===== src/rtl/writeback_ctrl.sv =====
// Writeback stage feeding the register file write port: registers ALU results
// and sequences multi-cycle data-memory loads with a bounded wait.
//
// state   | meaning
// --------+------------------------------------------------------------
// S_IDLE  | accepting ALU results and load issues, stall low
// S_WAIT  | memory read requested (mem_en high), counting wait cycles
// S_WRITE | load data being written to the register file, one cycle
module writeback_ctrl #(
    parameter int DATA_W      = 16,
    parameter int REG_W       = 4,
    parameter int TIMEOUT_CYC = 16
) (
    input  logic              clk,
    input  logic              rst,
    input  logic              alu_valid,
    input  logic [REG_W-1:0]  alu_dst,
    input  logic [DATA_W-1:0] alu_data,
    input  logic              ld_valid,
    input  logic [REG_W-1:0]  ld_dst,
    input  logic [DATA_W-1:0] ld_addr,
    output logic              mem_en,
    output logic [DATA_W-1:0] mem_addr,
    input  logic              mem_rdy,
    input  logic [DATA_W-1:0] mem_rdata,
    output logic              rf_write_en,
    output logic [REG_W-1:0]  rf_dst_reg,
    output logic [DATA_W-1:0] rf_dst_data,
    output logic              stall,
    output logic              ld_timeout
);

    localparam int CNT_W = $clog2(TIMEOUT_CYC);
    localparam logic [CNT_W-1:0] CNT_LAST = CNT_W'(TIMEOUT_CYC - 1);

    typedef enum logic [1:0] {
        S_IDLE  = 2'd0,
        S_WAIT  = 2'd1,
        S_WRITE = 2'd2
    } state_t;

    state_t           state;
    logic [CNT_W-1:0] wait_cnt;
    logic [REG_W-1:0] ld_dst_q;

    always_ff @(posedge clk or posedge rst) begin
        if (rst) begin
            state       <= S_IDLE;
            wait_cnt    <= '0;
            ld_dst_q    <= '0;
            mem_en      <= 1'b0;
            mem_addr    <= '0;
            rf_write_en <= 1'b0;
            rf_dst_reg  <= '0;
            rf_dst_data <= '0;
            stall       <= 1'b0;
            ld_timeout  <= 1'b0;
        end else begin
            // Write port is a one-cycle pulse; index/data read as zero otherwise.
            rf_write_en <= 1'b0;
            rf_dst_reg  <= '0;
            rf_dst_data <= '0;
            case (state)
                S_IDLE: begin
                    if (alu_valid && (alu_dst != '0)) begin
                        rf_write_en <= 1'b1;
                        rf_dst_reg  <= alu_dst;
                        rf_dst_data <= alu_data;
                    end
                    if (ld_valid) begin
                        ld_dst_q <= ld_dst;
                        wait_cnt <= '0;
                        mem_en   <= 1'b1;
                        mem_addr <= ld_addr;
                        stall    <= 1'b1;
                        state    <= S_WAIT;
                    end
                end
                S_WAIT: begin
                    // Data arriving on the last allowed cycle still completes the load.
                    if (mem_rdy) begin
                        mem_en   <= 1'b0;
                        mem_addr <= '0;
                        state    <= S_WRITE;
                        if (ld_dst_q != '0) begin
                            rf_write_en <= 1'b1;
                            rf_dst_reg  <= ld_dst_q;
                            rf_dst_data <= mem_rdata;
                        end
                    end else if (wait_cnt == CNT_LAST) begin
                        mem_en     <= 1'b0;
                        mem_addr   <= '0;
                        stall      <= 1'b0;
                        ld_timeout <= 1'b1;
                        state      <= S_IDLE;
                    end else begin
                        wait_cnt <= wait_cnt + 1'b1;
                    end
                end
                S_WRITE: begin
                    stall <= 1'b0;
                    state <= S_IDLE;
                end
                default: begin
                    mem_en   <= 1'b0;
                    mem_addr <= '0;
                    stall    <= 1'b0;
                    state    <= S_IDLE;
                end
            endcase
        end
    end

endmodule


===== config.mk =====
export PLATFORM = sky130hd
export DESIGN_NAME = writeback_ctrl
export DESIGN_NICKNAME = d
export VERILOG_FILES = /design/src/rtl/writeback_ctrl.sv
export SDC_FILE = /design/constraint.sdc
export NUM_CORES = 1
export LEC_CHECK = 0
export ABC_AREA = 1
export BUFFER_PORTS_ARGS = -buffer_cell sky130_fd_sc_hd__buf_2
export CAP_MARGIN = 15
export CORE_MARGIN = 2
export CORE_UTILIZATION = 41
export DETAILED_ROUTE_END_ITERATION = 7
export MAX_ROUTING_LAYER = met4
export PLACE_DENSITY = 0.75
export SYNTH_ARGS = -nofsm -noshare
export SYNTH_HDL_FRONTEND = slang
export SYNTH_SLANG_ARGS = --single-unit
export TNS_END_PERCENT = 10

===== constraint.sdc =====
create_clock -name clk -period 1.3 [get_ports clk]
set_input_delay 0.195 -clock clk [delete_from_list [all_inputs] [get_ports clk]]
set_output_delay 0.195 -clock clk [all_outputs]
set_load 0.005 [all_outputs]

==> out/qor.csv, run 1 <==
stage,metric,value,unit
route,initial drt markers,87,
worst_setup_path,end point of the critical path,wait_cnt[2]$_DFFE_PP0P_,
clock_network,Max clock buf depth,2,
timing,Relative slew margins,0.755,
pwr,leakage power,1.71,nW
route,Met2 Wirelength,2350,um
route,drt drc,0,
finish,FF+latch area,0.00125,sq mm
worst_setup_path,critical path type,reg2reg,
finish,Area Overhead vs Synth,36.6,%
die,# rows,26,
synthesis,post-synthesis cell count,235,
grt,vias in the first global route,1864,
route,via count,1937,
pwr,maximum vdd drop,0.783,mV
route,wire length on met3,297,um
route,vias per cell,4.63,
clock_network,TritonCTS buffer count,5,
die,die width,75.8,um
clock_network,clk_lat worst skew,0.29,ns
finish,most frequent cells in the layout,"buf_2, nand2_1, dfrtp_1, nand3_1, inv_1",
worst_setup_path,"critical path, cell by cell",ha_4 > nand3_2 > nand3_4 > buf_4 > nand3_1 > nand2_1,
die,Ports,101,
worst_setup_path,R2R Setup Slk,0.06,ns
route,routed wire length,4890,um
clock_network,"CTS clk-pin slew, worst paths",0.09,ns
clock_network,CTS sink cnt,50,
grt,initial antenna violation count,0,
timing,RSZ-0062 raised after global routing,yes,
grt,pin count of the biggest net entering global routing,51,
clock_network,CTS root buf,clkbuf_8,
place,IO Port Bufs,100,
die,chip height,75.8,um
finish,Fillers,472,
timing,"Period Utilization, post-route",0.951,
worst_setup_path,RR Startpoint,wait_cnt[1]$_DFFE_PP0P_,
finish,layout net count,409,
finish,ANT cells,0,
worst_setup_path,reg2reg path depth,6,
synthesis,Mapped Area,0.00211,sq mm
timing,Fin. Hold Viols,0,
route,drt pass-1 iters,4,
worst_setup_path,CP max-delay cell,dfrtp_1,
synthesis,syn_area_per_cell,8.98,sq um
worst_setup_path,critical path launch point type,register,
die,Initial Utilization,0.419,
finish,area of the multi-input gates,752,sq um
worst_setup_path,Reg-to-Reg End,wait_cnt[2]$_DFFE_PP0P_,
run,max-capacitance violation count,0,
timing,fin. max-slew vios,0,
worst_setup_path,crit end category,register,
worst_setup_path,WP data required,1.49,ns
finish,Top Registers,"mem_addr: 16 flops, rf_dst_data: 16 flops",
status,status,completed,
route,WL met1,2110,um
place,GP Congestion,0.773,
route,post-route ant nets,0,
timing,Final setup viols,0,
worst_setup_path,arrival time of the worst setup path,1.43,ns
timing,Max Fclk,809,MHz
synthesis,"Seq/Total Area, Yosys",0.593,
timing,worst-margin pin slew,0.365,ns
worst_setup_path,CP Max Fanout,6,
finish,fraction of layout cells with a size suffix above 1,0.385,
route,wire per inst,11.7,um
finish,"commonest non-fill, non-tap cell in the layout",buf_2,
clock_network,CTS tree,yes,
clock_network,H-Tree Depth,2,
synthesis,Synth cell types,21,
worst_hold_path,worst hold path class,in2reg,
timing,Fin Hold WS,0.0955,ns
pwr,PwrDens,1620,mW/mm^2
route,top routing layer in use,met4,
worst_setup_path,CP peak stage delay,0.43,ns
synthesis,register bit total from synthesis,50,
grt,first-pass GRT wire length,7890,um
synthesis,synthesized net count,297,
timing,fin crit period,1.24,ns
grt,global route overflow,0,
place,post-DP HPWL,3540,um
die,core area,0.00504,sq mm
synthesis,synth warn,0,
worst_setup_path,Worst Setup SP,wait_cnt[1]$_DFFE_PP0P_,
grt,GRT Overall Usage,0.189,
die,Die ar.,0.00574,sq mm
pwr,Total Power,4.67,mW
timing,Setup Skew,0.00517,ns
metrics by stage:
step	cells	worst slack, ns	cell area [sq um]	util	setup TNS [ns]
after floorplan	235	0.0858	2110	-	0
after global placement	405	0.0646	2700	0.536	0
after detailed placement	405	0.0159	2700	0.536	0
after CTS	414	0.0130	2820	0.560	0
after global routing	418	-0.0121	2880	0.572	-0.0274
final	418	0.0633	2880	0.572	0
cell usage after synthesis (all sizes together):
cell type | instances | area (sq um)
nand3 | 45 | 243
nor2 | 6 | 32.5
buf | 8 | 73.8
nand2 | 101 | 392
nand4 | 1 | 6.26
o21ai | 3 | 15.0
o31ai | 1 | 7.51
ha | 1 | 12.5
dfrtp | 50 | 1250
inv | 16 | 60.1
o22ai | 2 | 12.5
nor3 | 1 | 5.00
worst max-delay path: cells and delay by family, from the launching register on:
kind          cells  cell delay, ns
flops             1            0.43
simple gates      4            0.36
fa+ha+maj         1            0.19
buf+inv           1            0.17
worst min-delay path by stage:
stage	from	to	slack, ns	cells past startpoint
after floorplan	rst	ld_dst_q[0]$_DFFE_PP0P_	0.24	1
after global placement	rst	mem_addr[3]$_DFFE_PP0P_	0.28	3
after detailed placement	rst	mem_addr[3]$_DFFE_PP0P_	0.29	3
after CTS	ld_dst[3]	ld_dst_q[3]$_DFFE_PP0P_	0.08	3
after global routing	ld_addr[12]	mem_addr[12]$_DFFE_PP0P_	0.10	3
final	ld_dst[3]	ld_dst_q[3]$_DFFE_PP0P_	0.1	3
where the power goes:
| part | internal [mW] | switching, mW |
|---|---|---|
| Clock | 0.567 | 0.491 |
| Combinational | 0.640 | 0.840 |
| Sequential | 1.94 | 0.189 |
| Total | 3.15 | 1.52 |
metal layers:
layer | up-vias | global-route usage
li1 | 971 | -
met1 | 880 | 0.223
met2 | 76 | 0.299
met3 | 10 | 0.0410
met4 | 0 | 0.103
met5 | - | -
repair_timing:
| item | 4_1_cts | 5_1_grt |
|---|---|---|
| setup buffers | 0 | 4 |
| setup endpoints to repair | 2 | 42 |
| hold buffers | 1 | 0 |
| resized for setup | 1 | 8 |
| pin swaps | 0 | 2 |
| hold endpoints to repair | 50 | 0 |
layout make-up:
class                           count  share of cell area
Clock buffer                        5              0.0239
Clock inverter                      3              0.0139
Inverter                           16              0.0239
Multi-Input combinational cell    161               0.261
Sequential cell                    50               0.434
Tap cell                           70              0.0304
Timing Repair Buffer              113               0.213
cells by family (layout without fill, tap and decap cells):
kind of cell               Yosys count  after routing  synth area share
DFF                                 50             50             0.593
buffers and inverters               24            137            0.0634
and+or+nand+nor                    154            154             0.321
adders and majority gates            1              1           0.00593
AOI/OAI and AO/OA                    6              6            0.0166
Note: power is estimated with default switching activity, not from simulation.
==> run 2, diff against run 1 <==
--- a/config.mk
+++ b/config.mk
@@ -6,10 +6,12 @@
 export NUM_CORES = 1
 export LEC_CHECK = 0
 export ABC_AREA = 1
+export ABC_CLOCK_PERIOD_IN_PS = 1300
 export BUFFER_PORTS_ARGS = -buffer_cell sky130_fd_sc_hd__buf_2
 export CAP_MARGIN = 15
 export CORE_MARGIN = 2
 export CORE_UTILIZATION = 41
+export CTS_BUF_LIST = sky130_fd_sc_hd__clkbuf_16
 export DETAILED_ROUTE_END_ITERATION = 7
 export MAX_ROUTING_LAYER = met4
 export PLACE_DENSITY = 0.75
==> run 2 against run 1 <==
Clock power up 35%. Die area did not move. Non-clock buffer count fell by 1. Count of clock-buffer cells in the layout stayed put. Register-to-register slack barely moved. Via count decreased by 0.15%. Critical path type unchanged.
==> out/qor.csv, run 2 (same netlist as run 1, synthesis figures left out) <==
stage,metric,value,unit,change
die,chip height,75.8,um,unchanged
grt,first-pass GRT wire length,7890,um,about the same
place,GP Congestion,0.773,,unchanged
worst_setup_path,CP Max Fanout,6,,unchanged
worst_setup_path,CP max-delay cell,dfrtp_1,,
die,core area,0.00504,sq mm,unchanged
die,die width,75.8,um,unchanged
clock_network,Max clock buf depth,2,,unchanged
pwr,Switching Fraction,0.309,,-0.0169
finish,Top Registers,"mem_addr: 16 flops, rf_dst_data: 16 flops",,
timing,Relative slew margins,0.755,,about the same
timing,fin. max-slew vios,0,,unchanged
pwr,Gate power share,0.288,,-0.029
grt,GRT Overall Usage,0.190,,+0.00114
finish,"commonest non-fill, non-tap cell in the layout",buf_2,,
clock_network,CTS root buf,clkbuf_16,,
route,vias per cell,4.64,,about the same
worst_setup_path,crit end category,register,,
finish,Area Overhead vs Synth,38.9,%,
timing,total negative slack,0,ns,unchanged
die,Ports,101,,unchanged
pwr,maximum vdd drop,0.778,mV,-0.69%
route,post-route ant nets,0,,unchanged
finish,Fillers,463,,-1.9%
clock_network,clk_lat worst skew,0.28,ns,about the same
route,drt pass-1 iters,4,,unchanged
grt,GR peak layer,met2,,
grt,met1 Use GR,0.225,,+0.00253
clock_network,"CTS clk-pin slew, worst paths",0.06,ns,-0.03 ns
place,placed instance area,0.00270,sq mm,unchanged
worst_setup_path,critical path launch point type,register,,
worst_setup_path,"Top cell by count, worst path",nand3_4,,
clock_network,H-Tree Depth,2,,unchanged
worst_hold_path,worst hold path class,in2reg,,
pwr,switching power,1.55,mW,+1.8%
grt,GR Util met2,0.298,,-0.000958
route,drt drc,0,,unchanged
timing,Setup Skew,0.00530,ns,+0.000136 ns
route,via count,1934,,-0.15%
place,post-DP HPWL,3540,um,unchanged
status,status,completed,,
route,initial drt markers,84,,-3.4%
route,routed wire length,4860,um,-0.55%
finish,layout net count,408,,-0.24%
pwr,Total Power,5.02,mW,+7.4%
pwr,leakage power,1.73,nW,+1.1%
timing,Final setup viols,0,,unchanged
die,Die ar.,0.00574,sq mm,unchanged
grt,global route overflow,0,,unchanged
finish,Final Cell Area,0.00293,sq mm,+1.7%
place,IO Port Bufs,100,,unchanged
finish,ANT cells,0,,unchanged
pwr,sequential share of power,0.426,,-0.031
clock_network,TritonCTS buffer count,5,,unchanged
die,Initial Utilization,0.419,,unchanged
pwr,Clk pwr share,0.285,,+0.059
worst_setup_path,WP data required,1.48,ns,about the same
grt,vias in the first global route,1829,,-1.9%
pwr,Internal,3.47,mW,+10%
timing,RSZ-0062 raised after global routing,no,,
route,wire per inst,11.6,um,-0.31%
timing,fin crit period,1.23,ns,-0.00875 ns
timing,worst-margin pin slew,0.365,ns,-0.000261 ns
clock_network,CTS tree,yes,,
timing,Fin. Hold Viols,0,,unchanged
clock_network,CTS sink cnt,50,,unchanged
worst_setup_path,critical path type,reg2reg,,
grt,pin count of the biggest net entering global routing,51,,unchanged
worst_setup_path,arrival time of the worst setup path,1.40,ns,-0.03 ns
grt,M3 GR Usage,0.0529,,+0.0119
worst_setup_path,CP peak stage delay,0.43,ns,about the same
run,max-capacitance violation count,0,,unchanged
worst_setup_path,"critical path, cell by cell",ha_4 > nand3_4 > nand3_4 > buf_4 > nand3_1 > nand2_1,,
grt,initial antenna violation count,0,,unchanged
timing,Fin Hold WS,0.108,ns,+0.0123 ns
finish,most frequent cells in the layout,"buf_2, nand2_1, dfrtp_1, nand3_1, inv_1",,
pwr,PwrDens,1710,mW/mm^2,+5.6%
finish,fraction of layout cells with a size suffix above 1,0.380,,-0.00465
die,# rows,26,,unchanged
timing,"Period Utilization, post-route",0.945,,-0.00673
timing,Max Fclk,814,MHz,+0.71%
run 2: path summary, 6_finish.rpt:
path                                         startpoint                  endpoint  slack, ns  cells after the start
max in group asynchronous                           rst      state[1]$_DFFE_PP0P_       0.54                      4
worst min register to register  mem_addr[2]$_DFFE_PP0P_   mem_addr[2]$_DFFE_PP0P_       0.46                      2
worst max-delay path            wait_cnt[1]$_DFFE_PP0P_   wait_cnt[1]$_DFFE_PP0P_       0.07                      6
worst min-delay path                        ld_addr[11]  mem_addr[11]$_DFFE_PP0P_       0.11                      3
min in group asynchronous                           rst   mem_addr[3]$_DFFE_PP0P_       0.51                      4
worst max register to register  wait_cnt[1]$_DFFE_PP0P_   wait_cnt[1]$_DFFE_PP0P_       0.07                      6
run 2: area by class of cell:
class | instances | area (sq um) | area share
flip-flops and latches | 50 | 1250 | 0.427
multi-input cells | 161 | 754 | 0.257
repair buffers | 112 | 606 | 0.206
clock buffers | 5 | 125 | 0.0427
well taps | 70 | 87.6 | 0.0299
inverters | 16 | 67.6 | 0.0230
clock inverters | 3 | 40.0 | 0.0137
run 2: repair_timing:
item,in CTS,in global routing
gates resized for setup,1,7
buffers inserted,0,3
endpoints found under the setup margin,7,42
hold endpoints to repair,50,0
pin swaps,0,1
hold buffers,1,0
run 2: through the flow:
stage	std cells	setup WS, ns	util
2_1_floorplan	235	0.0858	-
3_3_place_gp	405	0.0646	0.536
3_5_place_dp	405	0.0159	0.536
4_1_cts	414	0.00631	0.571
5_1_grt	417	0.00120	0.582
6_report	417	0.0720	0.582
run 2: worst max-delay path, delay by kind of cell, from the launching register on:
family | cells | cell delay, ns
and+or+nand+nor | 4 | 0.33
adders and majority gates | 1 | 0.20
DFF | 1 | 0.43
buffers and inverters | 1 | 0.17
run 2: power by group through the flow:
stage / clock network (mW) / logic (mW) / registers (mW)
2_1_floorplan: 0 / 0.774 / 2.19
3_3_place_gp: 0 / 1.36 / 2.14
3_5_place_dp: 0 / 1.40 / 2.16
4_1_cts: 1.48 / 1.41 / 2.13
5_1_grt: 1.54 / 1.67 / 2.19
6_report: 1.43 / 1.45 / 2.14
run 2: layer usage:
metal  wire, um  part of all wire
met1       2160              0.44
met2       2300              0.47
met3        291             0.060
met4        104             0.021
met5          0                 0
==> run 3, diff against run 2 <==
--- a/config.mk
+++ b/config.mk
@@ -9,6 +9,7 @@
 export ABC_CLOCK_PERIOD_IN_PS = 1300
 export BUFFER_PORTS_ARGS = -buffer_cell sky130_fd_sc_hd__buf_2
 export CAP_MARGIN = 15
+export CORE_ASPECT_RATIO = 0.75
 export CORE_MARGIN = 2
 export CORE_UTILIZATION = 41
 export CTS_BUF_LIST = sky130_fd_sc_hd__clkbuf_16
==> run 3 against run 2 <==
First-iteration DRC count down 9.5%. Via count up 0.36%. Global-route usage down 0.83 points. Flip-flop and latch count unchanged. Clock skew up 0.00057 ns. Final cell count down 3.4%. Setup slack better by 0.011 ns. Critical path depth down 2. Clock power about the same. Register-to-register slack about the same. Power up 0.87%. Hold slack worse by 0.0020 ns.
==> out/qor.csv, run 3 (same netlist as run 1, synthesis figures left out) <==
stage,metric,value,unit,change
timing,RSZ-0062 raised after global routing,no,,
clock_network,Max clock buf depth,2,,unchanged
finish,fraction of layout cells with a size suffix above 1,0.376,,-0.00431
pwr,Total Power,5.06,mW,+0.87%
timing,worst-margin pin slew,0.398,ns,+0.0327 ns
pwr,sequential share of power,0.428,,+0.002
timing,Final setup viols,0,,unchanged
clock_network,CTS tree,yes,,
route,WL met1,2370,um,+9.8%
pwr,Gate power share,0.283,,-0.005
finish,Fillers,443,,-4.3%
clock_network,"CTS clk-pin slew, worst paths",0.07,ns,about the same
place,GP Congestion,0.856,,+11%
grt,global route overflow,0,,unchanged
grt,initial antenna violation count,0,,unchanged
die,core area,0.00493,sq mm,-2.3%
timing,"Period Utilization, post-route",0.936,,-0.00880
finish,FF+latch area,0.00125,sq mm,unchanged
die,# rows,22,,-15%
worst_hold_path,worst hold path class,in2reg,,
die,die width,86.9,um,+15%
route,Met2 Wirelength,2380,um,+3.6%
die,Die ar.,0.00574,sq mm,+0.11%
route,wire length on met3,366,um,+26%
route,drt pass-1 iters,4,,unchanged
place,IO Port Bufs,100,,unchanged
grt,vias in the first global route,1733,,-5.2%
pwr,maximum vdd drop,0.730,mV,-6.2%
status,status,completed,,
finish,area of the multi-input gates,757,sq um,+0.33%
die,Initial Utilization,0.428,,+0.00978
worst_setup_path,critical path type,reg2reg,,
route,routed wire length,5140,um,+5.7%
clock_network,TritonCTS buffer count,5,,unchanged
finish,Top Registers,"mem_addr: 16 flops, rf_dst_data: 16 flops",,
pwr,switching power,1.60,mW,+3.1%
clock_network,CTS root buf,clkbuf_16,,
timing,total negative slack,0,ns,unchanged
timing,Setup Skew,0.00588,ns,+0.000571 ns
die,chip height,66.1,um,-13%
timing,fin crit period,1.22,ns,-0.0114 ns
clock_network,H-Tree Depth,2,,unchanged
timing,Fin. Hold Viols,0,,unchanged
timing,Max Fclk,822,MHz,+0.94%
route,wire per inst,12.7,um,+9.4%
finish,most frequent cells in the layout,"buf_2, nand2_1, dfrtp_1, nand3_1, inv_1",,
grt,GRT Overall Usage,0.182,,-0.00831
grt,first-pass GRT wire length,7920,um,+0.44%
finish,Area Overhead vs Synth,37.5,%,
pwr,Clk pwr share,0.289,,+0.004
place,post-DP HPWL,3850,um,+8.8%
pwr,PwrDens,1740,mW/mm^2,+2.0%
worst_setup_path,critical path launch point type,register,,
worst_setup_path,arrival time of the worst setup path,1.39,ns,about the same
route,vias per cell,4.82,,+3.8%
pwr,leakage power,1.72,nW,-0.80%
finish,ANT cells,0,,unchanged
worst_setup_path,crit end category,register,,
finish,"commonest non-fill, non-tap cell in the layout",buf_2,,
timing,Relative slew margins,0.733,,-0.0220
clock_network,CTS sink cnt,50,,unchanged
worst_setup_path,CP Max Fanout,17,,+11
run,max-capacitance violation count,0,,unchanged
pwr,Internal,3.46,mW,-0.13%
die,Ports,101,,unchanged
route,initial drt markers,76,,-9.5%
route,via count,1941,,+0.36%
worst_setup_path,WP data required,1.47,ns,about the same
route,post-route ant nets,0,,unchanged
pwr,Switching Fraction,0.315,,+0.00690
route,drt drc,0,,unchanged
timing,fin. max-slew vios,0,,unchanged
clock_network,Post-CTS Setup Bufs,0,,unchanged
finish,layout net count,404,,-0.98%
route,top routing layer in use,met4,,
clock_network,clk_lat worst skew,0.28,ns,about the same
grt,pin count of the biggest net entering global routing,36,,-29%
run 3: changes by cell type in the layout (fill, tap and decap cells not counted), sizes merged:
| cell | delta |
|---|---|
| inv | +2 |
| clkinv | -2 |
| buf | -4 |
run 3: through the flow:
stage / worst slack [ns] / instance area (sq um) / cells / hold WS (ns) / utilization
after floorplan: 0.0858 / 2110 / 235 / 0.237 / -
after global placement: 0.0871 / 2680 / 394 / 0.196 / 0.544
after detailed placement: 0.0379 / 2680 / 394 / 0.207 / 0.544
after CTS: 0.0188 / 2860 / 403 / 0.105 / 0.580
after global routing: 0.00682 / 2900 / 403 / 0.125 / 0.589
final: 0.0835 / 2900 / 403 / 0.106 / 0.589
run 3: layer usage:
layer,up-vias,GRT usage
met1,900,0.249
li1,960,-
met3,2,0.0462
met2,79,0.282
met5,-,-
met4,0,0.0234
run 3: worst max-delay path, stage by stage, from the launching register on:
cell,delay [ns]
dfrtp_2,0.45
o21ai_1,0.36
nand2_8,0.15
nand2_1,0.09
nand2_1,0.05
run 3: power groups by stage:
stage,sequential [mW],clock [mW],combinational [mW]
after floorplan,2.19,0,0.774
after global placement,2.17,0,1.34
after detailed placement,2.17,0,1.39
after CTS,2.15,1.48,1.40
after global routing,2.21,1.55,1.61
final,2.16,1.46,1.43
run 3: area by class of cell:
type / count / share of cell area
clock buffer: 5 / 0.0431
timing repair buffer: 108 / 0.200
multi-input combinational: 161 / 0.261
tap: 60 / 0.0259
inverter: 16 / 0.0237
sequential: 50 / 0.432
clock inverter: 3 / 0.0151
run 3: timing repair:
item	CTS	global route
hold buffers	1	0
gates resized for setup	0	11
endpoints found under the hold margin	15	0
setup endpoints to repair	0	42
run 3: worst paths after layout:
check | startpoint | to | slack (ns) | cells after the start
max reg2reg | state[1]$_DFFE_PP0P_ | mem_addr[12]$_DFFE_PP0P_ | 0.08 | 4
max in group asynchronous | rst | state[1]$_DFFE_PP0P_ | 0.36 | 4
min reg2reg | mem_addr[14]$_DFFE_PP0P_ | mem_addr[14]$_DFFE_PP0P_ | 0.47 | 2
min | ld_addr[0] | mem_addr[0]$_DFFE_PP0P_ | 0.11 | 3
min in group asynchronous | rst | rf_dst_data[8]$_DFF_PP0_ | 0.45 | 3
max | state[1]$_DFFE_PP0P_ | mem_addr[12]$_DFFE_PP0P_ | 0.08 | 4
